$ cat config.mk
export PLATFORM = sky130hd
export DESIGN_NAME = vga_fb_writer
export DESIGN_NICKNAME = d
export VERILOG_FILES = /design/src/rtl/vga_fb_writer.sv
export SDC_FILE = /design/constraint.sdc
export NUM_CORES = 1
export LEC_CHECK = 0
export CAP_MARGIN = 20
export CORE_MARGIN = 3
export CORE_UTILIZATION = 44
export CTS_CLUSTER_SIZE = 16
export DETAILED_ROUTE_END_ITERATION = 8
export PLACE_DENSITY = 0.77
export SLEW_MARGIN = 15
export SYNTH_ARGS = -nofsm -noshare
export SYNTH_HDL_FRONTEND = slang
export SYNTH_SLANG_ARGS = --single-unit
$ cat constraint.sdc
create_clock -name clk -period 2.1 [get_ports clk]
set_input_delay 0.63 -clock clk [delete_from_list [all_inputs] [get_ports clk]]
set_output_delay 0.63 -clock clk [all_outputs]
set_load 0.05 [all_outputs]
$ cat src/rtl/vga_fb_writer.sv
// Framebuffer write port: coalesces pixel writes into masked 32-bit MCB writes
// and streams whole-screen fills as 16-word bursts.
module vga_fb_writer #(
  parameter logic [29:0] FB_BASE       = 30'h0000_0000,
  parameter int          FLUSH_TIMEOUT = 16
) (
  input  logic        clk,
  input  logic        rst_n,
  input  logic        pix_valid,
  output logic        pix_ready,
  input  logic [7:0]  pix_x,
  input  logic [7:0]  pix_y,
  input  logic [7:0]  pix_color,
  input  logic        flush,
  input  logic        fill_start,
  input  logic [7:0]  fill_color,
  output logic        busy,
  output logic        mem_error,
  output logic        mem_cmd_en,
  output logic [2:0]  mem_cmd_instr,
  output logic [5:0]  mem_cmd_bl,
  output logic [29:0] mem_cmd_byte_addr,
  input  logic        mem_cmd_full,
  output logic        mem_wr_en,
  output logic [3:0]  mem_wr_mask,
  output logic [31:0] mem_wr_data,
  input  logic        mem_wr_full,
  input  logic        mem_wr_empty,
  input  logic [6:0]  mem_wr_count,
  input  logic        mem_wr_underrun,
  input  logic        mem_wr_error
);

  localparam logic [2:0] IDLE      = 3'd0;
  localparam logic [2:0] HOLD      = 3'd1;
  localparam logic [2:0] WR_DATA   = 3'd2;
  localparam logic [2:0] WR_CMD    = 3'd3;
  localparam logic [2:0] FILL_DATA = 3'd4;
  localparam logic [2:0] FILL_CMD  = 3'd5;

  localparam int            TW           = $clog2(FLUSH_TIMEOUT + 1);
  localparam logic [TW-1:0] TIMEOUT_LAST = TW'(FLUSH_TIMEOUT - 1);

  logic [2:0]    state;
  logic [29:0]   hold_addr;
  logic [31:0]   hold_data;
  logic [3:0]    hold_mask;
  logic [TW-1:0] hold_cnt;
  logic          fill_pend;
  logic [7:0]    fill_col;
  logic [3:0]    word_cnt;
  logic [9:0]    burst_cnt;

  logic [29:0] pix_byte_addr;
  logic [29:0] pix_word_addr;
  logic [4:0]  lane_shift;
  logic [31:0] lane_data;
  logic [31:0] merged_data;
  logic [3:0]  lane_mask;
  logic [3:0]  merged_mask;
  logic        same_word;
  logic        pix_fire;
  logic        hold_exit;
  logic        wr_go;
  logic        cmd_go;
  logic        unused_status;

  assign pix_byte_addr = FB_BASE + {14'd0, pix_y, pix_x};
  assign pix_word_addr = {pix_byte_addr[29:2], 2'b00};
  assign lane_shift    = {pix_byte_addr[1:0], 3'b000};
  assign lane_data     = {24'd0, pix_color} << lane_shift;
  assign lane_mask     = 4'b0001 << pix_byte_addr[1:0];
  assign merged_data   = (hold_data & ~(32'h0000_00FF << lane_shift)) | lane_data;
  assign merged_mask   = hold_mask & ~lane_mask;
  assign same_word     = (pix_word_addr == hold_addr);

  always_comb begin
    pix_ready = 1'b0;
    case (state)
      IDLE:    pix_ready = !fill_start;
      HOLD:    pix_ready = same_word;
      default: pix_ready = 1'b0;
    endcase
  end

  assign pix_fire = pix_valid && pix_ready;

  // A held word leaves HOLD on conflict, completion, explicit flush, pending fill or idle timeout.
  assign hold_exit = (pix_valid && !same_word) || flush || fill_start ||
                     (pix_fire && (merged_mask == 4'b0000)) ||
                     (!pix_fire && (hold_cnt == TIMEOUT_LAST));

  // Pushes are qualified by the FIFO full flags so they can never overrun.
  assign wr_go  = ((state == WR_DATA) || (state == FILL_DATA)) && !mem_wr_full;
  assign cmd_go = ((state == WR_CMD) || (state == FILL_CMD)) && !mem_cmd_full;

  assign busy          = (state != IDLE);
  assign mem_wr_en     = wr_go;
  assign mem_cmd_en    = cmd_go;
  assign mem_cmd_instr = 3'b000;

  always_comb begin
    mem_wr_data       = 32'd0;
    mem_wr_mask       = 4'b0000;
    mem_cmd_bl        = 6'd0;
    mem_cmd_byte_addr = 30'd0;
    if (wr_go) begin
      if (state == FILL_DATA) begin
        mem_wr_data = {4{fill_col}};
      end else begin
        mem_wr_data = hold_data;
        mem_wr_mask = hold_mask;
      end
    end
    if (cmd_go) begin
      if (state == FILL_CMD) begin
        mem_cmd_bl        = 6'd15;
        mem_cmd_byte_addr = FB_BASE + {14'd0, burst_cnt, 6'd0};
      end else begin
        mem_cmd_byte_addr = hold_addr;
      end
    end
  end

  always_ff @(posedge clk or negedge rst_n) begin
    if (!rst_n) begin
      state     <= IDLE;
      hold_addr <= 30'd0;
      hold_data <= 32'd0;
      hold_mask <= 4'b0000;
      hold_cnt  <= '0;
      fill_pend <= 1'b0;
      fill_col  <= 8'd0;
      word_cnt  <= 4'd0;
      burst_cnt <= 10'd0;
    end else begin
      case (state)
        IDLE: begin
          if (fill_start) begin
            fill_col  <= fill_color;
            fill_pend <= 1'b0;
            word_cnt  <= 4'd0;
            burst_cnt <= 10'd0;
            state     <= FILL_DATA;
          end else if (pix_fire) begin
            hold_addr <= pix_word_addr;
            hold_data <= lane_data;
            hold_mask <= ~lane_mask;
            hold_cnt  <= '0;
            state     <= HOLD;
          end
        end
        HOLD: begin
          if (fill_start) begin
            fill_col  <= fill_color;
            fill_pend <= 1'b1;
          end
          if (pix_fire) begin
            hold_data <= merged_data;
            hold_mask <= merged_mask;
            hold_cnt  <= '0;
          end else begin
            hold_cnt <= hold_cnt + 1'b1;
          end
          if (hold_exit) begin
            state <= WR_DATA;
          end
        end
        WR_DATA: begin
          if (fill_start) begin
            fill_col  <= fill_color;
            fill_pend <= 1'b1;
          end
          if (wr_go) begin
            state <= WR_CMD;
          end
        end
        WR_CMD: begin
          if (fill_start) begin
            fill_col  <= fill_color;
            fill_pend <= 1'b1;
          end
          if (cmd_go) begin
            if (fill_pend || fill_start) begin
              fill_pend <= 1'b0;
              word_cnt  <= 4'd0;
              burst_cnt <= 10'd0;
              state     <= FILL_DATA;
            end else begin
              state <= IDLE;
            end
          end
        end
        FILL_DATA: begin
          if (wr_go) begin
            word_cnt <= word_cnt + 4'd1;
            if (word_cnt == 4'd15) begin
              state <= FILL_CMD;
            end
          end
        end
        FILL_CMD: begin
          if (cmd_go) begin
            if (burst_cnt == 10'd767) begin
              burst_cnt <= 10'd0;
              state     <= IDLE;
            end else begin
              burst_cnt <= burst_cnt + 10'd1;
              state     <= FILL_DATA;
            end
          end
        end
        default: state <= IDLE;
      endcase
    end
  end

  // Sticky until reset so software can see transient MCB faults.
  always_ff @(posedge clk or negedge rst_n) begin
    if (!rst_n) begin
      mem_error <= 1'b0;
    end else if (mem_wr_underrun || mem_wr_error) begin
      mem_error <= 1'b1;
    end
  end

  assign unused_status = mem_wr_empty ^ (^mem_wr_count);

endmodule

Word-level counts from Yosys, hierarchy flattened:

Index checks and enable logic that the tools add are counted.
Widths: inputs -> output; s select.

* reductions and logical operators: 36
* add/subtract/negate cells: 3
* multiplexer cells: 48
* bitwise logic cells: 6
* eq/ne operators: 21
* shifts and indexed selects: 3

Operators with widths (count)
* $mux 32: 5
* $pmux 32 s2: 1
* $mux 10: 5
* $mux 4: 11
* $and 32x32->32: 1
* $mux 16: 2
* $not 32->32: 1
* $or 32x32->32: 1
* $shl 8x5->32: 1
* $shl 8x5->32 const A: 1
* $mux 3: 10
* $pmux 10 s3: 1
* $ne 2x2->1 const B: 9
* $pmux 3 s6: 1
* $mux 5: 3
* $eq 14x14->1: 1
* $pmux 4 s3: 1
* $reduce_bool 3->1: 4
* $add 10x1->10 const B: 1
* $eq 10x10->1 const B: 1
* $pmux 5 s2: 1
* $reduce_and 5->1: 2
* $logic_or 1x1->1: 8
* $pmux 4 s2: 1
* other kinds (27): 44

* output and inout bits: 80
* logic and storage cells: 127
* bits of input ports: 49
* register bits: 82

Depth between registers and ports, before layout:

Gate-level depths: netlist of the first run.

* depth after elaboration: 9
* gate-level depth with buffers: 9
* mapped depth without buffers: 8

Least setup slack after synthesis of the first run:

Ideal clock, no wire load.

* kind: register -> output
* start point: register state[0]
* end point: output port mem_cmd_bl[1]
* setup slack: -0.686 ns
* cell stages (with the launch flop): 6
* required time: 1.470 ns
* buffers on the path: 3
* arrival: 2.156 ns
* path through: dfrtp_1 clkbuf_1 nand3_1 clkbuf_1 nor2_1 buf_4

* word-level cells in the longest chain between the ends: 4
* elaborated cells on any way between the ends: 6
* those cells by class: eq/ne (2); mux (2); reduce/logical (2)

Ends and longest elaborated chain
* start, declared: RTL line 44 `logic [2:0] state;`
* start signal, assigned: RTL line 127 `state <= IDLE;`
* start signal, assigned: RTL line 144 `state <= FILL_DATA;`
* start signal, assigned: RTL line 150 `state <= HOLD;`
* $eq 3x2->1 / $eq 3x3->1 (equally long branches): RTL line 95, 116
* $logic_or 1x1->1: RTL line 95 `assign cmd_go = ((state == WR_CMD) || (state == FILL_CMD)) && !mem_cmd_full;`
* $logic_and 1x1->1: RTL line 95
* $mux 4 (*): RTL line 115 `if (cmd_go) begin`
* end, declared: RTL line 21 `output logic [5:0] mem_cmd_bl,`

Mark *: on every way between the ends. The rest lies on a longest branch, timed or not.

Worst setup path after layout of the first run:

* start point: register state[2]
* end point: output port mem_wr_data[7]

* word-level cells in the longest chain between the ends: 4
* elaborated cells on any way between the ends: 6
* those cells by class: eq/ne (2); mux (2); reduce/logical (2)

Ends and longest elaborated chain
* $eq 3x2->1 / $eq 3x3->1 (equally long branches): RTL line 94, 108
* $logic_or 1x1->1: RTL line 94 `assign wr_go = ((state == WR_DATA) || (state == FILL_DATA)) && !mem_wr_full;`
* $logic_and 1x1->1: RTL line 94
* $mux 32 (*): RTL line 107 `if (wr_go) begin`
* end, declared: RTL line 26 `output logic [31:0] mem_wr_data,`

Marked as above.

==> reports/results.txt, run 1 <==
synthesized area: 4640 um^2
initial antenna violation count: 0
Post-synth EDFFs: 0
status: finished, violations left
Vias: 5141
RR Endpoint: state[2]
# IOs: 129
top post-synthesis cells by area: dfrtp_1, nand2_1, mux2i_1, a21oi_1, buf_4
die height: 109 um
Final WS setup: -0.555 ns
sequential fraction of the synthesis area: 0.442
Worst setup SP type: flip-flop
Clock Path Buffers: 2
per-cell routed wire length: 23.8 um
# setup viols final: 103
distinct cell type count after synthesis: 54
total track usage: 0.271
vias in the first global route: 4728
CTS H-Tree Depth: 3
largest net degree at the start of global routing: 32
post-synthesis register bit count: 82
violated checks: setup timing
Peak VDD IR: 0.658 mV
async set or reset register ratio after synthesis: 1.00
final routed DRC violation total: 0
clock root cell: clkbuf_8
CP endpoint kind: output pin
Die Area: 11800 um^2
r2r setup slk: -0.14 ns
fin area: 8370 um^2
first-pass iteration count of the detailed router: 5
I/O Buffers: 99
worst path arrival time: 2.02 ns
worst relative slew slack: 0.515
DRT iter0 DRCs: 520
Final Max Tran Viols: 0
average size of a mapped cell: 8.75 um^2
Overflow after GRT: 0
Max-Cap Viols: 0
ANT cells: 0
CTS clock-pin slew for the worst setup and hold paths: 0.10 ns
Worst Tran Pin Value: 0.725 ns
CP required: 1.47 ns
share of layout cells above drive strength 1: 0.446
Post-Route WL: 20.1 mm
worst reg2reg path depth: 7
top cell type's share of synthesized area: 0.442
Area after DPL: 7360 um^2
post-detail-place hpwl: 10.8 mm
Num CTS Buffers: 9
Post-Layout Cell Count: 846
placed cells: 792
worst skew pair latency: 0.38 ns
leakage power: 3.58 nW
unrepaired setup endpoints after global routing: yes
clock sink count: 82
Hold WC Path Type: in -> async
P&R area growth vs syn: 80.4%
Hold Violations, Final: 0
Final Cycle Share: 1.26
area leader, netlist: dfrtp_1
r2r startpoint: state[1]
TritonCTS clock tree: yes
Synth warnings: 0
FILL cells: 449
Core ar.: 10000 um^2
path type of the worst setup path: reg -> out
fmax: 377 MHz
pwr/cell area: 1300 nW/um^2
clk_skew: 0.0176 ns
Top FF cell, synth: dfrtp_1
nets: 761
Die X: 109 um
vias per std cell: 6.08
Routed Antenna Nets: 0
critical path fanouts, max: 8
gpl congestion: 0.877
Mapped Cells: 530
Cell Rows: 36
Starting Density: 0.464
first-pass GRT wire length: 24.9 mm
min Tclk post-route: 2.65 ns
[cell families after synthesis]
logic type	Yosys count	synth area share
AO/OA/AOI/OAI	101	0.136
XOR/XNOR	19	0.0359
adder cells (fa/ha/maj)	4	0.0108
buffers and inverters	64	0.0747
flip-flops	82	0.442
multiplexers	37	0.0825
other	1	0.000808
AND/OR/NAND/NOR	222	0.217
[layout make-up]
type	count	area, um^2	area share
repair buffers	189	2480	0.296
clock buffers	10	138	0.0164
well taps	133	166	0.0199
flip-flops and latches	82	2060	0.246
multi-input cells	410	3410	0.407
clock inverters	6	48.8	0.00583
inverters	16	75.1	0.00897
[synth_stat cells, types with 2 or more instances]
cell type	number
o21a_1	3
a22oi_1	2
buf_2	4
xnor2_1	15
mux2_2	10
and2_1	3
xor2_1	4
dfrtp_1	82
o22ai_1	5
nor3b_1	2
clkbuf_1	16
or3_1	3
ha_1	4
buf_4	27
a21oi_1	53
mux2i_1	27
nor3_1	3
nor2b_1	5
inv_1	16
o21ai_2	4
nand4_1	5
a211oi_1	2
nand2b_1	3
o2bb2ai_1	7
and3_1	12
nand2_1	144
nor2_1	21
nand3_1	6
o21ai_0	7
o31ai_1	6
or4_1	6
[worst max path at each step]
stage	slack, ns	startpoint	end
floorplan	-0.11	pix_x[3]	pix_ready
CTS	-0.42	pix_x[6]	pix_ready
finish	-0.55	state[2]	mem_wr_data[7]
global placement	-0.56	pix_x[3]	pix_ready
global route	-0.56	state[2]	mem_wr_data[7]
detailed placement	-0.63	pix_y[5]	hold_data[27]
[report_power, final]
group	switching [mW]	total, mW	leakage, nW	internal [mW]
combinational	3.87	6.86	2.44	3.00
sequential	0.669	2.86	1.05	2.19
clock	0.680	1.15	0.0855	0.473
[what timing repair did]
action	CTS	global route
hold buffers	0	0
gates resized for setup	66	76
endpoints found under the setup margin	105	108
setup buffers	8	15
gates cloned	3	13
pin swaps	16	50
[worst max-delay path, cell delays in order (launching register included)]
cell	delay, ns
dfrtp_2	0.49
or2b_4	0.34
nand2_8	0.10
nand2_8	0.12
clkbuf_16	0.22
a21oi_4	0.19
buf_12	0.17
[layout by cell type (no fill, tap or decap), types with 5 or more instances in the layout]
cell type / n
a21oi_1: 7
a21oi_4: 42
and3_4: 8
buf_12: 65
buf_4: 62
buf_6: 13
clkbuf_16: 5
clkbuf_2: 5
clkbuf_8: 10
clkdlybuf4s50_1: 21
clkinvlp_4: 5
conb_1: 21
dfrtp_1: 78
dlygate4sd2_1: 10
inv_1: 13
mux2_2: 10
mux2i_1: 27
nand2_1: 127
nand2_2: 5
nand2_8: 9
nand3_1: 5
nand4_1: 5
nor2_1: 15
o21ai_0: 6
o21ai_4: 8
o2bb2ai_2: 5
o31ai_1: 5
xnor2_1: 9
xnor2_2: 6
[per-layer routing]
layer  track usage  vias up  part of all wire
li1              -     2143                 -
met1         0.350     2514              0.36
met2         0.457      373              0.50
met3        0.0574      111             0.083
met4        0.0848        0             0.058
met5             0        -                 0
[through the flow]
stage	util	hold WS (ns)	power [mW]	setup WS [ns]	TNS (ns)
after floorplan	-	0.334	6.22	-0.114	-3.43
after global placement	0.736	0.451	7.94	-0.564	-48.89
after detailed placement	0.736	0.467	8.16	-0.630	-53.80
after CTS	0.781	0.194	9.71	-0.416	-20.07
after global routing	0.837	0.209	11.3	-0.560	-29.78
final	0.837	0.199	10.9	-0.555	-27.14
[sequential cells by signal (all words and copies together) (netlist names)]
register,cells
hold_data,32
fill_pend,1
hold_mask,4
hold_addr,14
word_cnt,4
hold_cnt,5
burst_cnt,10
state,3
mem_error,1
fill_col,8
Power figures use the tool's default switching activity.
==> inputs of run 2 (changes only) <==
TNS_END_PERCENT = 30   (was not set)
==> run 2 against run 1 <==
Effect of this change: the run still ends with setup timing left; largest cell class unchanged; final area down 5.7%; via count down 8.5%; largest power group unchanged; clock power down 8%; power down 8.7%; fmax up 4.8%; worst setup slack better by 0.12 ns; register-to-register slack worse by 0.02 ns; critical path depth unchanged; flip-flop and latch count unchanged; sequential share of layout area up 1.4 points; die area unchanged; critical path type is now in -> out; non-clock buffer count down 9.
==> reports/results.txt, run 2 (same netlist as run 1, synthesis figures left out) <==
min Tclk post-route: 2.53 ns
CTS H-Tree Depth: 3
worst path arrival time: 1.90 ns
# setup viols final: 102
Hold Violations, Final: 0
fmax: 395 MHz
Starting Density: 0.464
path type of the worst setup path: in -> out
Final Max Tran Viols: 0
leakage power: 3.42 nW
Die X: 109 um
vias in the first global route: 5032
Core ar.: 10000 um^2
I/O Buffers: 99
P&R area growth vs syn: 70.1%
Worst setup SP type: input pin
top flop regs: hold_data: 32 flops, hold_addr: 14 flops, burst_cnt: 10 flops
Hold WC Path Type: in -> async
gpl congestion: 0.882
Overflow after GRT: 0
ANT cells: 0
TritonCTS clock tree: yes
# IOs: 129
unrepaired setup endpoints after global routing: yes
final routed DRC violation total: 0
DRT iter0 DRCs: 299
r2r setup slk: -0.16 ns
Num CTS Buffers: 9
Routed Antenna Nets: 0
worst reg2reg path depth: 10
most frequent cells in the layout: nand2_1, dfrtp_1, buf_4, buf_12, a21oi_4
most common cell after layout, fill and taps aside: nand2_1
Vias: 4704
Max-Cap Viols: 0
total track usage: 0.281
die height: 109 um
nets: 746
largest net degree at the start of global routing: 36
hold buffer count at CTS: 0
pwr/cell area: 1260 nW/um^2
violated checks: setup timing
clock sink count: 82
critical path fanouts, max: 2
fin area: 7890 um^2
Final Power: 9.93 mW
share of layout cells above drive strength 1: 0.400
worst skew pair latency: 0.37 ns
Area after DPL: 7200 um^2
Final Cycle Share: 1.21
post-detail-place hpwl: 10.6 mm
status: finished, violations left
Clock Path Buffers: 2
initial antenna violation count: 0
first-pass iteration count of the detailed router: 5
CP endpoint kind: output pin
hold slack final: 0.219 ns
Cell Rows: 36
pre-CTS setup slack: -0.645 ns
CTS clock-pin slew for the worst setup and hold paths: 0.09 ns
vias per std cell: 5.66
first-pass GRT wire length: 25.8 mm
Peak VDD IR: 0.655 mV
Die Area: 11800 um^2
Final WS setup: -0.433 ns
CP required: 1.47 ns
Post-Route WL: 16.0 mm
Biggest register: hold_data
clock root cell: clkbuf_8
Largest register FFs: 32
clk_skew: 0.0182 ns
per-cell routed wire length: 19.3 um
==> run 2: cell types whose count changed in the layout (fill, tap and decap cells not counted), moves of 4 or more <==
cell and delta:
buf_12 -12, o2bb2ai_1 +5, nand2_1 +4, o2bb2ai_2 -5
clkbuf_16 -4, dlygate4sd2_1 -5, o21ai_4 -4
==> run 2: final cells by class <==
type	count	area, um^2
clock buffer	9	124
multi-input combinational	404	3160
clock inverter	7	53.8
inverter	16	70.1
sequential	82	2050
timing repair buffer	180	2260
tap	133	166
fill	560	2110
==> run 2: report_power, final <==
part	internal (mW)	switching, mW
Sequential	2.18	0.564
Combinational	2.66	3.46
Clock	0.437	0.620
==> run 2: repair_timing <==
action,in CTS,in global routing
gates resized for setup,103,16
setup buffers,16,1
setup endpoints to repair,108,122
pin swaps,52,15
cloned,3,1
==> run 2: through the flow <==
stage | std cells | utilization | setup TNS, ns
after floorplan | 550 | - | -3.18
after global placement | 794 | 0.720 | -51.47
after detailed placement | 794 | 0.720 | -56.33
after CTS | 829 | 0.784 | -22.27
after global routing | 831 | 0.789 | -31.64
final | 831 | 0.789 | -24.94
==> run 2: path summary, 6_finish.rpt <==
| kind | endpoint | from |
|---|---|---|
| hold reg to reg | mem_error | mem_error |
| hold / removal | hold_addr[10] | rst_n |
| setup / recovery | pix_ready | pix_y[5] |
| setup reg to reg | hold_data[1] | hold_addr[5] |
| min in group clk | mem_error | mem_error |
| max in group asynchronous | hold_mask[1] | rst_n |
==> run 2: layer usage <==
metal | wire, um | vias to the layer above | part of all wire | track usage
li1 | - | 2094 | - | -
met1 | 6430 | 2371 | 0.40 | 0.346
met2 | 8290 | 190 | 0.52 | 0.491
met3 | 708 | 49 | 0.044 | 0.0456
met4 | 570 | 0 | 0.036 | 0.116
met5 | 0 | - | 0 | 0
==> run 2: critical path: stages <==
cell             delay (ns)
clkdlybuf4s15_1        0.21
xnor2_1                0.17
nand4_1                0.18
nor4_2                 0.36
a21o_2                 0.21
buf_12                 0.14
